### config.mk
export PLATFORM = sky130hd
export DESIGN_NAME = pipe_skid_reg
export DESIGN_NICKNAME = d
export VERILOG_FILES = /design/src/rtl/pipe_skid_reg.sv
export SDC_FILE = /design/constraint.sdc
export NUM_CORES = 1
export LEC_CHECK = 0
export ABC_AREA = 1
export CAP_MARGIN = 10
export CORE_UTILIZATION = 30
export DETAILED_ROUTE_END_ITERATION = 8
export GPL_TIMING_DRIVEN = 0
export MAX_ROUTING_LAYER = met4
export PLACE_DENSITY = 0.49
export REMOVE_ABC_BUFFERS = 1
export SYNTH_ARGS = -nofsm -noshare
export SYNTH_HDL_FRONTEND = slang
export SYNTH_SLANG_ARGS = --single-unit
### constraint.sdc
create_clock -name clk -period 1.6 [get_ports clk]
set_input_delay 0.32 -clock clk [delete_from_list [all_inputs] [get_ports clk]]
set_output_delay 0.32 -clock clk [all_outputs]
set_load 0.05 [all_outputs]
### src/rtl/pipe_skid_reg.sv
// pipe_skid_reg: two-entry skid-buffered pipeline register with registered upstream ready and flush.
module pipe_skid_reg #(
  parameter int LENGTH            = 32,
  parameter bit ZERO_WHEN_INVALID = 1'b0
) (
  input  logic              clk,
  input  logic              reset,
  input  logic [LENGTH-1:0] i_data,
  input  logic              i_valid,
  output logic              o_ready,
  output logic [LENGTH-1:0] o_data,
  output logic              o_valid,
  input  logic              i_ready,
  input  logic              i_flush,
  output logic [1:0]        o_count
);
  typedef enum logic [1:0] {EMPTY = 2'd0, ONE = 2'd1, TWO = 2'd2} state_t;
  state_t            state, state_nxt;
  logic [LENGTH-1:0] main_reg, skid_reg;
  logic              in_fire, out_fire;
  assign in_fire  = i_valid & o_ready;
  assign out_fire = o_valid & i_ready;
  always_ff @(posedge clk) begin
    if (reset) state <= EMPTY;
    else       state <= state_nxt;
  end
  // The unused encoding falls back to EMPTY so the FSM always recovers.
  always_comb begin
    state_nxt = i_flush        ? EMPTY :
                (state == EMPTY) ? (in_fire ? ONE : EMPTY) :
                (state == ONE)   ? ((in_fire & ~out_fire) ? TWO :
                                    (~in_fire & out_fire) ? EMPTY : ONE) :
                (state == TWO)   ? (out_fire ? ONE : TWO) : EMPTY;
  end
  always_ff @(posedge clk) begin
    if (reset) begin
      main_reg <= '0;
      skid_reg <= '0;
    end else if (!i_flush) begin
      if (in_fire && (state == EMPTY || (state == ONE && out_fire))) main_reg <= i_data;
      else if (state == TWO && out_fire)                                main_reg <= skid_reg;
      if (in_fire && state == ONE && !out_fire) skid_reg <= i_data;
    end
  end
  always_comb begin
    o_valid = (state != EMPTY);
    o_ready = (state != TWO);
    o_count = (state == TWO) ? 2'd2 : (state == ONE) ? 2'd1 : 2'd0;
    o_data  = (ZERO_WHEN_INVALID && !o_valid) ? '0 : main_reg;
  end
endmodule

## Word-level counts from Yosys, hierarchy flattened

Cells that the tools add are included.

- Register bits: 66
- Output and inout port bits: 36
- Logic and storage cells: 37

- Equal/unequal tests: 3
- Multiplexer cells: 11
- Bitwise operators: 7
- Reductions and logical operators: 13

Operators with widths:

| cell | count |
|---|---|
| 32-bit 2-to-1 mux | 2 |
| 2-bit 2-to-1 mux | 6 |
| 1-bit logical AND | 5 |
| 1-bit AND | 4 |
| 2-bit AND reduction | 2 |
| 2-bit nonzero test | 2 |
| 1-bit 2-to-1 mux | 3 |
| 1-bit NOT | 3 |
| 2-bit by 1-bit equality test with 1-bit output (second input constant) | 1 |
| 2-bit equality test (second input constant) | 1 |
| 2-bit zero test | 1 |
| 2-bit != test (second input constant) | 1 |
| 2-bit OR reduction | 1 |
| 1-bit zero test | 1 |
| 1-bit logical OR | 1 |

## Logic depth before layout (Yosys ltp)

Gate-level depths: netlist (run 1).

- Depth after elaboration: 8
- Gate-level depth with buffers: 9

## Least setup slack after synthesis (run 1)

OpenSTA, ideal clock, no wires.

- Path kind: register to register
- From: register state[0]
- To: register skid_reg[11]
- Setup time: 0.118 ns
- Data arrival time: 1.410 ns
- Required time: 1.482 ns
- Path slack: 0.073 ns
- Cell stages (with the launch flop): 7
- Path buffers: 1
- Clock period less this slack: 1.527 ns
- Path through: dfxtp_1 inv_2 nor2_4 nand4_4 buf_6 o21ai_1 a21oi_2

- Cells in the longest elaborated chain, start to end: 5
- Elaborated cells between the ends (all ways): 9
- Classes of those cells: eq/ne (2); bitwise (2); reduce/logical (5)

RTL lines:

| item | RTL line | text |
|---|---|---|
| from (decl) | 18 | `state_t state, state_nxt;` |
| from (signal assigned) | 25 | `else state <= state_nxt;` |
| 2-bit != test or 2-bit nonzero test (tied branches) | 47, 46 |  |
| 1-bit AND, on equally long branches | 21, 22 |  |
| 1-bit logical AND or 1-bit zero test (tied branches) | 42 | `if (in_fire && state == ONE && !out_fire) skid_reg <= i_data;` |
| 1-bit logical AND * | 42 |  |
| 2-bit AND reduction (no source line) * | -- |  |
| to (signal assigned) | 42 |  |
| to (decl) | 19 | `logic [LENGTH-1:0] main_reg, skid_reg;` |

Mark *: on every way between the ends. The rest lies on a longest branch, timed or not.
A chain may end at the register's enable or synchronous reset.

## Final worst setup path (run 1)

- From: register main_reg[3] (netlist: o_data[3])
- To: output port o_data[3]

RTL lines:

| item | RTL line | text |
|---|---|---|
| from (decl) | 19 |  |
| from (signal assigned) | 40 | `if (in_fire && (state == EMPTY \|\| (state == ONE && out_fire))) main_reg <= i_data;` |
| from (signal assigned) | 41 | `else if (state == TWO && out_fire) main_reg <= skid_reg;` |
| to (decl) | 11 | `output logic [LENGTH-1:0] o_data,` |

No word-level cell between the ends.

==> flow_metrics.env, run 1 <==
export IMPL_antenna_diode_count=0
export IMPL_numCtsBuffers=9
export IMPL_place_congestion=0.738
export IMPL_drt_vias_per_instance=4.30
export IMPL_power_density_nw_per_um2=975
export IMPL_post_dp_hpwl_um=3920
export IMPL_number_of_antenna_violations_at_the_first_check_in_global_routing=0
export IMPL_synth_seq_area_share_pct=41.9
export IMPL_grt_first_pass_wirelength_um=12700
export IMPL_worst_ep_required_time_ps=1280
export IMPL_design_die_area_um2=10900
export IMPL_initial_core_util_pct=30.7
export IMPL_buffer_ports_inserted=72
export IMPL_antenna_left=0
export IMPL_ff_to_ff_start="state[0]"
export IMPL_fp_dieH_um=105
export IMPL_globalRoute_totalOverflow=0
export IMPL_power_internal_mw=2.91
export IMPL_total_power_mw=4.19
export IMPL_netlist_area_leader_share_pct=41.9
export IMPL_number_of_synthesized_register_bits=66
export IMPL_setup_viol_count_final=0
export IMPL_synth_warnings=0
export IMPL_power_switching_share_pct=30.6
export IMPL_die_x_um=105
export IMPL_critical_path_max_fanout=2
export IMPL_critPathSlowestCell="dlygate4sd2_1"
export IMPL_hp_start="skid_reg[25]"
export IMPL_worst_slack_ps=46.7
export IMPL_cts_tree="done"
export IMPL_pin_count_of_the_biggest_net_entering_global_routing=65
export IMPL_clkTransAtPathRegs_ps=70
export IMPL_pre_cts_slack_ps=-803
export IMPL_actual_transition_at_the_worst_max_transition_pin_ps=530
export IMPL_async_flop_share_pct=0
export IMPL_layout_drive_gt1_share_pct=10.9
export IMPL_finalNonFillerCells=688
export IMPL_route_vias_total=2955
export IMPL_num_fill_cells=1119
export IMPL_synth_edf_count=0
export IMPL_yosys_cell_types_count=23
export IMPL_static_leakage_power_nw=2.03
export IMPL_detailedRoute_firstIterationViolations=105
export IMPL_p_switching_mw=1.28
export IMPL_finalNetCount=585
export IMPL_cp_end_kind="output port"
export IMPL_critical_path_buffers_and_inverters=1
export IMPL_finalCriticalPeriod_ps=1550
export IMPL_grtUsageTotal_pct=15.2
export IMPL_drc=0
export IMPL_setup_tns_final_ps=0
export IMPL_synth_top_cell_by_area="dfxtp_1"
export IMPL_grt_pass1_vias=2606
export IMPL_syn_instance_count=473
export IMPL_cts_root_buffer="clkbuf_8"
export IMPL_worst_hold_slack_ps=445
export IMPL_cpLargestDelayFamily="buffers and inverters"
export IMPL_wire_per_inst_um=13.3
export IMPL_critical_path_startpoint="o_data[3]"
export IMPL_drt_total_wl_um=9170
export IMPL_status="finished clean"
export IMPL_floorplan_core_area_um2=10300
export IMPL_max_clock_path_buffers=2
export IMPL_skew_ps=8.45
export IMPL_ys_top_cells_by_area="dfxtp_1, nand2_1, inv_1, nor2_1, buf_6"
export IMPL_yosysMostFrequentCell="nand2_1"
export IMPL_area_growth_pct=36.1
export IMPL_slew_viol_final=0
export IMPL_ios=73
export IMPL_critical_path_cell_sequence="dlygate4sd2_1"
export IMPL_fmaxAchievable_mhz=644
export IMPL_most_frequent_cells_after_synthesis="nand2_1, inv_1, dfxtp_1, nor2_1, o21ai_1"
export IMPL_timing_slew_headroom_pct=64.8
export IMPL_irDropWorstVdd_mv=0.367
export IMPL_clock_insertion_delay_worst_skew_ps=340
export IMPL_power_share_clock_pct=37.7
export IMPL_rows=37
export IMPL_synthesis_area_um2=3160
export IMPL_unrepaired_setup_endpoints_after_global_routing="true"
export IMPL_postSynthAreaPerCell_um2=6.67
export IMPL_final_hold_violation_count=0
export IMPL_dominantRegCellSynth="dfxtp_1"
export IMPL_placed_cells_incl_taps=657
export IMPL_maxCapViolations=0
export IMPL_min_delay_path_class="reg2reg"
export IMPL_drt_pass1_iter_count=6
export IMPL_share_comb_of_total_power_pct=20.6
export IMPL_worstPathArrival_ps=1230
export IMPL_portion_of_total_power_attributed_to_sequential_cells_pct=41.7
export IMPL_worst_setup_path_start_kind="register"
export IMPL_htree_num_levels=3
export IMPL_final_period_utilization_pct=97.1
export IMPL_critical_path_class="reg2out"
export IMPL_number_of_clock_sinks=66
export IMPL_crit_path_max_incr_delay_ps=540
-- stage by stage --
stage / utilization [%] / cell area (µm²)
final: 41.8 / 4300
after global routing: 41.8 / 4300
after CTS: 39.4 / 4050
after detailed placement: 37.3 / 3830
after global placement: 37.3 / 3830
after floorplan: - / 2940
-- worst register-to-register path, cell delays in order, from the launching register on --
cell and delay, ps:
dfxtp_4 410, inv_4 50, nor2_4 130, buf_4 180
nand4_4 320, o21ai_1 280, a21oi_2 40
-- layer usage --
layer / share of wire, % / wire length [µm] / GRT usage (%)
met5: 0 / 0 / -
met4: 1.2 / 108 / 6.34
met3: 6.1 / 560 / 3.37
met2: 46 / 4200 / 24.6
met1: 47 / 4300 / 18.3
-- power by group through the flow --
stage                     clock, mW  combinational, mW  sequential, mW
after floorplan                   0              0.294            2.00
after global placement            0              0.805            1.79
after detailed placement          0              0.804            1.79
after CTS                      1.64              0.777            1.75
after global routing           1.70              0.943            1.76
final                          1.58              0.862            1.75
-- layout by cell type, fill, tap and decap left out, types with 2 or more instances in the layout --
cell type,n
nand3_1,2
inv_1,68
clkinvlp_4,2
bufinv_16,2
dfxtp_4,2
dlygate4sd2_1,31
nand4_4,4
o21ai_0,4
clkdlybuf4s50_1,34
nor2_1,65
nand2_8,5
clkbuf_8,10
buf_2,2
buf_12,2
a21oi_1,25
o21ai_1,28
inv_4,2
buf_4,6
dfxtp_1,64
nand2_1,165
nor2_4,3
a21oi_2,7
clkinv_2,2
nand2_4,4
-- layout make-up --
class	instances	area [µm²]	area share [%]
Clock buffer	11	141	3.29
Clock inverter	5	77.6	1.80
Inverter	73	288	6.70
Multi-Input combinational cell	318	1550	36.1
Sequential cell	66	1330	30.9
Tap cell	136	170	3.96
Timing Repair Buffer	79	742	17.3
-- path summary, 6_finish.rpt --
path	to	slack [ps]	depth (start not counted)
worst max-delay path	o_data[3]	50	1
worst min-delay path	skid_reg[25]	450	2
worst max register to register	skid_reg[19]	80	6
worst min register to register	skid_reg[25]	450	2
-- cell families after synthesis --
family | after synthesis | share of synthesized area, %
and+or+nand+nor | 243 | 30.9
DFF | 66 | 41.9
buffers and inverters | 97 | 15.5
adders and majority gates | 1 | 0.396
AOI/OAI and AO/OA | 66 | 11.4
-- timing repair --
| item | in CTS | in global routing |
|---|---|---|
| buffers inserted | 0 | 7 |
| hold buffers | 0 | 0 |
| pin swaps | 14 | 7 |
| gates resized for setup | 64 | 21 |
| cloned | 1 | 7 |
| endpoints found under the setup margin | 100 | 66 |
(Power assumes the default switching activity.)
==> inputs of run 2 (changes only) <==
CELL_PAD_IN_SITES_DETAIL_PLACEMENT = 1   (was unset)
CELL_PAD_IN_SITES_GLOBAL_PLACEMENT = 1   (was unset)
CORE_UTILIZATION = 35   (was 30)
PLACE_DENSITY = 0.76   (was 0.49)
==> run 2 against run 1 <==
Against the previous run: the flow now finishes with violations (setup timing); flip-flop and latch count did not move; clock power fell by 19%; power fell by 5.9%; design area rose by 0.67%.
==> flow_metrics.env, run 2 (same netlist as run 1, synthesis figures left out) <==
export IMPL_status="complete, but fails checks"
export IMPL_failed_checks="setup timing"
export IMPL_design_die_area_um2=9400
export IMPL_drt_total_wl_um=10400
export IMPL_number_of_clock_sinks=66
export IMPL_unrepaired_setup_endpoints_after_global_routing="true"
export IMPL_fmaxAchievable_mhz=596
export IMPL_maxCapViolations=0
export IMPL_htree_num_levels=3
export IMPL_buffer_ports_inserted=72
export IMPL_drc=0
export IMPL_wire_per_inst_um=15.7
export IMPL_power_density_nw_per_um2=911
export IMPL_area_growth_pct=37.1
export IMPL_static_leakage_power_nw=2.05
export IMPL_rows=34
export IMPL_worstPathArrival_ps=1970
export IMPL_antenna_diode_count=0
export IMPL_initial_core_util_pct=36.2
export IMPL_cp_end_kind="register"
export IMPL_worst_setup_path_start_kind="primary input"
export IMPL_max_clock_path_buffers=2
export IMPL_drt_vias_per_instance=4.71
export IMPL_num_fill_cells=1113
export IMPL_post_dp_hpwl_um=4710
export IMPL_finalCriticalPeriod_ps=1680
export IMPL_drt_pass1_iter_count=4
export IMPL_cts_tree="done"
export IMPL_fp_dieH_um=97.0
export IMPL_critical_path_class="in2reg"
export IMPL_finalNetCount=590
export IMPL_slew_viol_final=0
export IMPL_final_hold_violation_count=0
export IMPL_worst_hold_slack_ps=447
export IMPL_detailedRoute_firstIterationViolations=95
export IMPL_finalNonFillerCells=664
export IMPL_globalRoute_busiestLayer="met2"
export IMPL_globalRoute_totalOverflow=0
export IMPL_final_period_utilization_pct=105
export IMPL_min_delay_path_class="reg2reg"
export IMPL_floorplan_core_area_um2=8720
export IMPL_most_common_layout_cells="nand2_1, inv_1, nor2_1"
export IMPL_numCtsBuffers=9
export IMPL_number_of_antenna_violations_at_the_first_check_in_global_routing=0
export IMPL_pin_count_of_the_biggest_net_entering_global_routing=65
export IMPL_antenna_left=0
export IMPL_met1_usage_pct=21.8
export IMPL_grtUsageTotal_pct=18.7
export IMPL_route_vias_total=3125
export IMPL_place_congestion=0.709
export IMPL_grt_first_pass_wirelength_um=13700
export IMPL_die_x_um=97.0
export IMPL_worst_ep_required_time_ps=1890
export IMPL_grt_use_met3_pct=3.76
export IMPL_critical_path_max_fanout=16
export IMPL_clkTransAtPathRegs_ps=80
export IMPL_pre_cts_slack_ps=-787
export IMPL_grt_pass1_vias=2936
export IMPL_clock_insertion_delay_worst_skew_ps=350
export IMPL_placed_cells_incl_taps=629
export IMPL_ios=73
export IMPL_globalRouteMet2Util_pct=31.7
export IMPL_layout_drive_gt1_share_pct=11.3
export IMPL_mostFrequentLayoutCell="nand2_1"
export IMPL_actual_transition_at_the_worst_max_transition_pin_ps=525
export IMPL_cts_root_buffer="clkbuf_8"
export IMPL_hold_fix_buffers_cts=0
export IMPL_worst_slack_ps=-76.8
export IMPL_irDropWorstVdd_mv=0.459
export IMPL_timing_slew_headroom_pct=65.1
export IMPL_setup_viol_count_final=26
export IMPL_skew_ps=14.6
[run 2: cell types whose count changed in the layout (fill, tap and decap cells not counted), moves of 2 or more]
cell,before,now
nand2_4,4,2
bufinv_16,2,0
buf_12,2,7
nand2_8,5,7
[run 2: final cells by class]
class	instances	area [µm²]	area share, %
clock inverters	3	15.0	0.347
clock buffers	12	155	3.59
multi-input cells	319	1570	36.3
repair buffers	83	836	19.3
well taps	108	135	3.12
flip-flops and latches	66	1330	30.7
inverters	73	285	6.59
[run 2: worst max-delay path, cell delays in order]
cell	delay, ps
clkdlybuf4s50_1	600
nand4_1	230
buf_4	240
nand2_4	210
nand2_1	110
nand2_1	100
nor2_1	50
nor2_1	100
[run 2: report_power, final]
part / internal (mW) / total, mW / switching [mW]
clock network: 0.632 / 1.28 / 0.648
logic: 0.298 / 0.910 / 0.612
registers: 1.71 / 1.75 / 0.0385
total: 2.64 / 3.94 / 1.30
[run 2: repair_timing]
item | 4_1_cts | 5_1_grt
gates resized for setup | 64 | 21
buffers inserted | 0 | 11
pin swaps | 5 | 10
gates cloned | 2 | 7
endpoints found under the setup margin | 100 | 66
[run 2: worst paths after layout]
check                                   from      endpoint  slack, ps  cells past startpoint
worst max-delay path                 i_ready     o_data[7]        -80                      8
worst min-delay path            skid_reg[31]  skid_reg[31]        450                      2
worst max register to register      state[0]    o_data[22]        -40                      7
worst min register to register  skid_reg[31]  skid_reg[31]        450                      2
[run 2: routing by layer]
metal	vias to the layer above	wire length [µm]
li1	1588	-
met1	1467	4840
met2	59	5060
met3	11	400
met4	0	137
met5	-	0
[run 2: metrics by stage]
step	util (%)	setup TNS (ps)	total power, mW	instance area (µm²)
global placement	43.6	-84310	2.59	3800
detailed placement	43.6	-41570	2.61	3800
finish	49.6	-402	3.94	4330
floorplan	-	-10650	2.29	2940
CTS	45.6	-3730	3.87	3980
global route	49.6	-2830	4.13	4330
==> inputs of run 3 (changes only) <==
ABC_AREA = unset   (was 1)
CORE_UTILIZATION = 37   (was 35)
==> run 3 against run 2 <==
Against the previous run: flip-flop and latch count unchanged; the flow now finishes without violations; sequential power about the same; highest routed layer unchanged; critical path depth fell by 5; power up 2.1%; clock power is 8% higher; largest power group unchanged; wire length rose by 5.0%.
==> flow_metrics.env, run 3 <==
export IMPL_portion_of_total_power_attributed_to_sequential_cells_pct=43.8
export IMPL_buffer_ports_inserted=72
export IMPL_numCtsBuffers=9
export IMPL_worstPathArrival_ps=1270
export IMPL_hold_depth=2
export IMPL_cp_end_kind="output port"
export IMPL_static_leakage_power_nw=1.46
export IMPL_grt_first_pass_wirelength_um=17800
export IMPL_design_die_area_um2=8810
export IMPL_mostFrequentLayoutCell="dfxtp_1"
export IMPL_globalRoute_totalOverflow=0
export IMPL_setup_tns_final_ps=0
export IMPL_critPathSlowestCell="dfxtp_4"
export IMPL_number_of_antenna_violations_at_the_first_check_in_global_routing=0
export IMPL_p_switching_mw=1.28
export IMPL_async_flop_share_pct=0
export IMPL_synth_edf_count=0
export IMPL_worst_setup_path_start_kind="register"
export IMPL_unrepaired_setup_endpoints_after_global_routing="true"
export IMPL_total_power_mw=4.02
export IMPL_floorplan_core_area_um2=8180
export IMPL_clock_insertion_delay_worst_skew_ps=350
export IMPL_htree_num_levels=3
export IMPL_critical_path_max_fanout=10
export IMPL_min_delay_path_class="in2reg"
export IMPL_dominantRegCellSynth="dfxtp_1"
export IMPL_skew_ps=14.0
export IMPL_actual_transition_at_the_worst_max_transition_pin_ps=547
export IMPL_final_period_utilization_pct=99.6
export IMPL_placed_cells_incl_taps=493
export IMPL_layout_drive_gt1_share_pct=13.0
export IMPL_final_core_util_pct=51.2
export IMPL_irDropWorstVdd_mv=0.484
export IMPL_yosys_cell_types_count=29
export IMPL_crit_path_max_incr_delay_ps=410
export IMPL_worst_ep_required_time_ps=1280
export IMPL_detailedRoute_firstIterationViolations=201
export IMPL_synth_seq_area_share_pct=42.3
export IMPL_finalNonFillerCells=521
export IMPL_ys_top_cells_by_area="dfxtp_1, o21ai_0, a311oi_1, a211oi_1, nand3b_1"
export IMPL_drt_vias_per_instance=6.29
export IMPL_power_share_clock_pct=34.2
export IMPL_share_comb_of_total_power_pct=22.0
export IMPL_finalCriticalPeriod_ps=1590
export IMPL_initial_core_util_pct=38.2
export IMPL_hold_fix_buffers_cts=0
export IMPL_regToRegSetupSlack_ps=50
export IMPL_drc=0
export IMPL_antenna_left=0
export IMPL_finalNetCount=450
export IMPL_synthesis_area_um2=3120
export IMPL_netlist_area_leader_share_pct=42.3
export IMPL_critical_path_cell_sequence="or2b_1 > inv_1 > buf_6"
export IMPL_maxCapViolations=0
export IMPL_ff_to_ff_start="state[1]"
export IMPL_syn_instance_count=359
export IMPL_synth_warnings=0
export IMPL_status="finished clean"
export IMPL_timing_hold_worst_endpoint="skid_reg[11]"
export IMPL_timing_slew_headroom_pct=63.4
export IMPL_drt_pass1_iter_count=4
export IMPL_power_switching_share_pct=31.8
export IMPL_number_of_synthesized_register_bits=66
export IMPL_die_x_um=93.9
export IMPL_antenna_diode_count=0
export IMPL_slew_viol_final=0
export IMPL_ios=73
export IMPL_most_frequent_cells_after_synthesis="dfxtp_1, o21ai_0"
export IMPL_area_growth_pct=34.1
export IMPL_place_congestion=0.754
export IMPL_postSynthAreaPerCell_um2=8.70
export IMPL_drt_total_wl_um=11000
export IMPL_fmaxAchievable_mhz=627
export IMPL_yosysMostFrequentCell="dfxtp_1"
export IMPL_critical_path_class="reg2out"
export IMPL_route_vias_total=3276
export IMPL_power_internal_mw=2.74
export IMPL_clkTransAtPathRegs_ps=80
export IMPL_worst_r2r_endpoint="skid_reg[31]"
export IMPL_cts_root_buffer="clkbuf_8"
export IMPL_rows=33
export IMPL_max_clock_path_buffers=2
export IMPL_post_dp_hpwl_um=5620
export IMPL_pre_cts_slack_ps=-1010
export IMPL_number_of_clock_sinks=66
export IMPL_most_common_layout_cells="dfxtp_1, o21ai_0"
export IMPL_synth_top_cell_by_area="dfxtp_1"
export IMPL_setup_viol_count_final=0
export IMPL_num_fill_cells=947
export IMPL_final_hold_violation_count=0
export IMPL_wire_per_inst_um=21.0
export IMPL_depth_of_the_worst_register_to_register_path=3
export IMPL_worst_slack_ps=6.09
export IMPL_fp_dieH_um=93.9
export IMPL_sequential_cell_area_um2=1330
export IMPL_grt_pass1_vias=3335
export IMPL_area_used_by_multi_input_combinational_logic_um2=1680
export IMPL_cts_tree="done"
export IMPL_pin_count_of_the_biggest_net_entering_global_routing=70
export IMPL_power_density_nw_per_um2=961
export IMPL_grtUsageTotal_pct=27.3
export IMPL_hp_start="reset"
## run 3: routing by layer
metal  GRT usage (%)  wire length, µm  up-vias
met3            4.85              508       27
met4            10.6              257        0
met5               -                0        -
li1                -                -     1492
met2            44.8             5470      106
met1            33.2             4720     1651
## run 3: cell families (layout without fill, tap and decap cells)
| group | after synthesis | in the layout | synth area share, % |
|---|---|---|---|
| fa+ha+maj | 1 | 1 | 0.401 |
| compound gates | 163 | 164 | 33.1 |
| flops | 66 | 66 | 42.3 |
| mux | 1 | 2 | 0.481 |
| buf+inv | 49 | 102 | 7.45 |
| simple gates | 79 | 81 | 16.3 |
## run 3: layout make-up
class | count | share of cell area (%)
clock buffers | 13 | 4.27
inverters | 2 | 0.179
well taps | 105 | 3.14
clock inverters | 2 | 0.239
multi-input cells | 248 | 40.1
repair buffers | 85 | 20.4
flip-flops and latches | 66 | 31.7
## run 3: power groups by stage
stage | clock [mW] | sequential [mW] | combinational (mW)
3_3_place_gp | 0 | 1.80 | 0.837
4_1_cts | 1.39 | 1.76 | 0.862
2_1_floorplan | 0 | 2.03 | 0.242
6_report | 1.38 | 1.76 | 0.884
5_1_grt | 1.46 | 1.77 | 0.937
3_5_place_dp | 0 | 1.80 | 0.862
## run 3: stage by stage
step | cell area (µm²) | hold WS [ps]
floorplan | 2900 | 389
global placement | 3750 | 457
detailed placement | 3840 | 468
CTS | 4110 | 378
global route | 4190 | 383
finish | 4190 | 379
## run 3: how the worst max path moves through the flow
stage / startpoint / endpoint / slack, ps / cells past startpoint
finish: state[1] / o_count[1] / 6 / 3
global placement: i_flush / o_data[3] / -3400 / 4
CTS: state[1] / o_count[1] / -5 / 3
detailed placement: i_flush / o_data[20] / -1010 / 5
floorplan: state[0] / o_data[0] / -480 / 3
global route: state[0] / o_count[0] / -40 / 2
## run 3: repair_timing
action                                  CTS  global route
endpoints found under the setup margin  101            58
setup buffers                             5             4
gates cloned                              4             0
pin swaps                                 2             2
resized for setup                        78            13
## run 3: critical path: cells and delay by family (launching register included)
| kind | cells | cell delay [ps] |
|---|---|---|
| DFF | 1 | 410 |
| and+or+nand+nor | 1 | 280 |
| buffers and inverters | 2 | 230 |
